$ cat src/rtl/pipe_buf_stage.sv
// Pipeline buffer stage: valid/ready register between two adjacent pipeline stages.
// SKID=1 gives a two-entry skid buffer with a registered in_ready; SKID=0 gives a
// single-entry register whose in_ready passes out_ready through combinationally.
// An empty stage always presents an all-zero payload so it decodes as a bubble (NOP).
module pipe_buf_stage #(
    parameter int unsigned WIDTH = 32,
    parameter bit          SKID  = 1'b1
) (
    input  logic             clk,
    input  logic             reset,
    input  logic             flush,
    input  logic             in_valid,
    output logic             in_ready,
    input  logic [WIDTH-1:0] in_data,
    output logic             out_valid,
    input  logic             out_ready,
    output logic [WIDTH-1:0] out_data,
    output logic [1:0]       occupancy
);

    generate
        if (SKID) begin : g_skid
            // State encoding equals the number of held entries.
            typedef enum logic [1:0] {
                StEmpty = 2'd0,
                StOne   = 2'd1,
                StTwo   = 2'd2
            } state_e;

            state_e           state_q, state_d;
            logic [WIDTH-1:0] main_q, main_d;
            logic [WIDTH-1:0] skid_q, skid_d;
            logic             in_fire, out_fire;

            // in_ready depends on registered state only, breaking the out_ready path.
            assign in_ready  = (state_q != StTwo);
            assign out_valid = (state_q != StEmpty);
            assign out_data  = main_q;
            assign occupancy = state_q;
            assign in_fire   = in_valid & in_ready;
            assign out_fire  = out_valid & out_ready;

            // State and entry registers.
            always_ff @(posedge clk or posedge reset) begin
                if (reset) begin
                    state_q <= StEmpty;
                    main_q  <= '0;
                    skid_q  <= '0;
                end else begin
                    state_q <= state_d;
                    main_q  <= main_d;
                    skid_q  <= skid_d;
                end
            end

            // Next state; flush wins over any transfer and drops the incoming payload.
            always_comb begin
                state_d = state_q;
                main_d  = main_q;
                skid_d  = skid_q;
                if (flush) begin
                    state_d = StEmpty;
                    main_d  = '0;
                    skid_d  = '0;
                end else begin
                    unique case (state_q)
                        StEmpty: begin
                            if (in_fire) begin
                                state_d = StOne;
                                main_d  = in_data;
                            end
                        end
                        StOne: begin
                            if (in_fire && out_fire) begin
                                main_d = in_data;
                            end else if (in_fire) begin
                                state_d = StTwo;
                                skid_d  = in_data;
                            end else if (out_fire) begin
                                state_d = StEmpty;
                                main_d  = '0;
                            end
                        end
                        StTwo: begin
                            if (out_fire) begin
                                state_d = StOne;
                                main_d  = skid_q;
                                skid_d  = '0;
                            end
                        end
                        default: begin
                            state_d = StEmpty;
                            main_d  = '0;
                            skid_d  = '0;
                        end
                    endcase
                end
            end
        end else begin : g_single
            logic             valid_q, valid_d;
            logic [WIDTH-1:0] main_q, main_d;
            logic             in_fire, out_fire;

            assign out_valid = valid_q;
            assign in_ready  = ~valid_q | out_ready;
            assign out_data  = main_q;
            assign occupancy = {1'b0, valid_q};
            assign in_fire   = in_valid & in_ready;
            assign out_fire  = valid_q & out_ready;

            // Entry register.
            always_ff @(posedge clk or posedge reset) begin
                if (reset) begin
                    valid_q <= 1'b0;
                    main_q  <= '0;
                end else begin
                    valid_q <= valid_d;
                    main_q  <= main_d;
                end
            end

            // Next state; flush wins, otherwise accept replaces, drain clears to a bubble.
            always_comb begin
                valid_d = valid_q;
                main_d  = main_q;
                if (flush) begin
                    valid_d = 1'b0;
                    main_d  = '0;
                end else if (in_fire) begin
                    valid_d = 1'b1;
                    main_d  = in_data;
                end else if (out_fire) begin
                    valid_d = 1'b0;
                    main_d  = '0;
                end
            end
        end
    endgenerate

endmodule

$ cat config.mk
export PLATFORM = sky130hd
export DESIGN_NAME = pipe_buf_stage
export DESIGN_NICKNAME = d
export VERILOG_FILES = /design/src/rtl/pipe_buf_stage.sv
export SDC_FILE = /design/constraint.sdc
export NUM_CORES = 1
export LEC_CHECK = 0
export CORE_UTILIZATION = 54
export DETAILED_ROUTE_END_ITERATION = 16
export GPL_ROUTABILITY_DRIVEN = 1
export PLACE_DENSITY = 0.88
export SLEW_MARGIN = 0
export SYNTH_ARGS = -nofsm -noshare
export SYNTH_HDL_FRONTEND = slang
export SYNTH_SLANG_ARGS = --single-unit
export TNS_END_PERCENT = 5
$ cat constraint.sdc
create_clock -name clk -period 5.2 [get_ports clk]
set_input_delay 1.3 -clock clk [delete_from_list [all_inputs] [get_ports clk]]
set_output_delay 1.3 -clock clk [all_outputs]
set_load 0.05 [all_outputs]
==> impl_results.md <==
- Outcome: finished, final reports clean
- Congestion Overflow GR: 0
- Final setup fails: 0
- Total CTS buffers: 9
- Sw Ratio: ~31%
- Hold Crit Class: flip-flop to flip-flop
- Vias: roughly 2300
- Final Hold Vio Count: 0
- Post-synth top area cell: dfrtp_1
- Diode count: 0
- Tmin final: 3760 ps
- Core box area: 0.00568 mm²
- Critical-path top delay cell: nor2b_4
- Placed Area: a little under 0.004 mm²
- CP bufs+invs: 2
- Share of layout cells above drive strength 1: 16.9%
- Power Internal: between 0.0009 and 0.001 W
- P per Cell Area: 321 mW/mm²
- CTS resizes: 0
- Crit. End Element: output port
- Drt total wl: 7.10 mm
- FILL cells: between 300 and 400
- Drt via density: roughly 5.6
- Vias in the first global route: ~2400
- Rows: 27
- Sequential area share after synthesis: between 50% and 60%
- H-tree depth: 3
- Global-route usage over all layers: 24.2%
- Worst-Margin Slew: ~1200 ps
- Register bit count reported by yosys: 66
- Synth top area cells: dfrtp_1, o2bb2ai_2, mux2i_1, a22oi_1, inv_1
- DRT iter0 DRCs: 227
- Max-Cap Viols: 0
- Mapped Cells: roughly 270
- CP Data Required Time: 3900 ps
- Max Fclk: about 0.27 GHz
- Antenna violations before repair: 0
- Period Utilization, post-route: 72.3%
- Net switching power: 0.000414 W
- RSZ-0062 raised after global routing: false
- Synthesized area: ~0.0033 mm²
- Final TNS setup: 0 ps
- Port bufs: between 70 and 80
- Clock tree sinks: 66
- Gpl congestion: around 0.73
- Root buffer cell: clkbuf_8
- Setup bufs post-CTS: 0
- Worst Skew: 9.51 ps
- Pleak: between 1.5 and 2 nW
- Total iterations of the first detailed-routing run: 4
- Dpl hpwl: 4.46 mm
- Clock power share: 36.5%
- Worst VDD drop: between 0.15 and 0.2 mV
- Rel. slew slack: approximately 18%
- Die width: 79.7 µm
- Kind of critical path: flip-flop to output port
- Final Power: 0.00134 W
- Startpoint types: flip-flop
- Finished layout cell area: 0.00418 mm²
- Critical Path Fanout Max: 37
- Seq pwr share: about 43%
- Yosys top cell area share: around 51%
- Library cells used by synthesis: 25
- Clock Pin Slew Worst Setup and Hold Paths: 80 ps
- Critical path, cell by cell: nor2b_4 > inv_1 > clkdlybuf4s50_1
- Commonest non-fill, non-tap cells in the layout: clkdlybuf4s50_1, dfrtp_1, inv_1, nand2_1
- Most common cell after layout, fill and taps aside: clkdlybuf4s50_1
- Slowest stage delay, CP: 810 ps
- Die area: about 0.0063 mm²
- Detail Route Antenna Nets: 0
- Logic pwr share: about a fifth
- Crit path DAT: between 2000 and 2500 ps
- Layout area overhead: 28.2%
- Cts hold-fix bufs: 0
- Initial Utilization: roughly 57%
- DRC viols: 0
- Top-Level Pins: between 70 and 80
- CP top delay family: buffers and inverters
- Final Net Count: ~380
- Slew Limit Fails: 0
- Largest net degree at the start of global routing: 38
- Worst skew pair latency: around 340 ps
- First-pass GRT wire length: 11.7 mm
- Post-Syn Nets: 310
- DIE HEIGHT: around 80 µm
- Maximum clock insertion buffer count: 2
- TritonCTS clock tree: done
- Yosys warning count: 0
- Avg Inst Size Synth: between 10 and 15 µm²
- Routed len/inst: around 17 µm
-- final timing paths --
check                              from  cells past startpoint                 to  slack (ps)
max                        occupancy[1]                      3           in_ready        1440
min                        out_data[29]                      1       out_data[29]         510
max reg2reg                occupancy[1]                      5       out_data[30]        2740
min reg2reg                out_data[29]                      1       out_data[29]         510
max in group asynchronous         reset                      3       out_data[28]        2910
min in group asynchronous         reset                      2  g_skid.skid_q[15]        1350
-- cells in the mapped netlist --
master     number
a21o_4          1
a21oi_1         2
a21oi_2         1
a22oi_1        32
and2b_1         1
buf_2           5
buf_4           4
buf_6           9
clkbuf_1        3
dfrtp_1        66
inv_1          35
mux2i_1        32
nand2_1        34
nor2_1          2
nor2_4          1
nor2b_1         5
nor3_1          1
nor3b_1         1
o21ai_1         2
o21ai_2         1
o21bai_1        1
o22a_1          1
o2bb2ai_1       2
o2bb2ai_2      30
o31ai_2         1
-- cell type report --
class / instances / area [µm²] / share of cell area (%)
Tap cell: 72 / 90.1 / 2.16
Inverter: 35 / 131 / 3.15
Sequential cell: 66 / 1650 / 39.5
Timing Repair Buffer: 76 / 751 / 18.0
Multi-Input combinational cell: 151 / 1330 / 31.8
Clock inverter: 7 / 103 / 2.46
Clock buffer: 9 / 124 / 2.97
-- sequential cells by signal, summed over array words and instances, names as in the netlist --
| register | cells |
|---|---|
| out_data | 32 |
| occupancy | 2 |
| g_skid.skid_q | 32 |
-- power by group through the flow --
stage / Combinational, W / Sequential (W) / Clock [W]
after detailed placement: 0.000282 / 0.000579 / 0
after CTS: 0.000283 / 0.000570 / 0.000496
after global routing: 0.000299 / 0.000573 / 0.000525
final: 0.000281 / 0.000570 / 0.000489
after floorplan: 0.000126 / 0.000641 / 0
after global placement: 0.000278 / 0.000578 / 0
-- stage by stage --
stage | utilization [%] | worst slack (ps) | instances | hold WS [ps]
2_1_floorplan | - | 2250 | 273 | 498
3_3_place_gp | 69.6 | 1630 | 400 | 485
3_5_place_dp | 69.6 | 1560 | 400 | 483
4_1_cts | 73.6 | 1430 | 416 | 509
5_1_grt | 73.6 | 1260 | 416 | 523
6_report | 73.6 | 1440 | 416 | 505
-- layer usage --
metal  GRT usage [%]  up-vias  part of all wire, %
met5               0        -                    0
met4            6.55        0                 0.68
met3            5.26        7                  4.8
met2            38.6       73                   49
met1            33.4     1155                   46
li1                -     1095                    -
-- cell families (layout without fill, tap and decap cells) --
logic type,count (synthesis),after routing,synth area share (%)
mux,32,32,9.83
buf+inv,56,127,9.18
flops,66,66,50.7
compound gates,74,74,24.2
simple gates,45,45,6.07
-- worst register-to-register path: stages, from the launching register on --
cell and delay, ps:
dfrtp_1 480, nor2b_4 810, o21ai_1 210, o31ai_4 290, buf_4 430, o2bb2ai_1 160
Note: power is estimated with default switching activity, not from simulation.
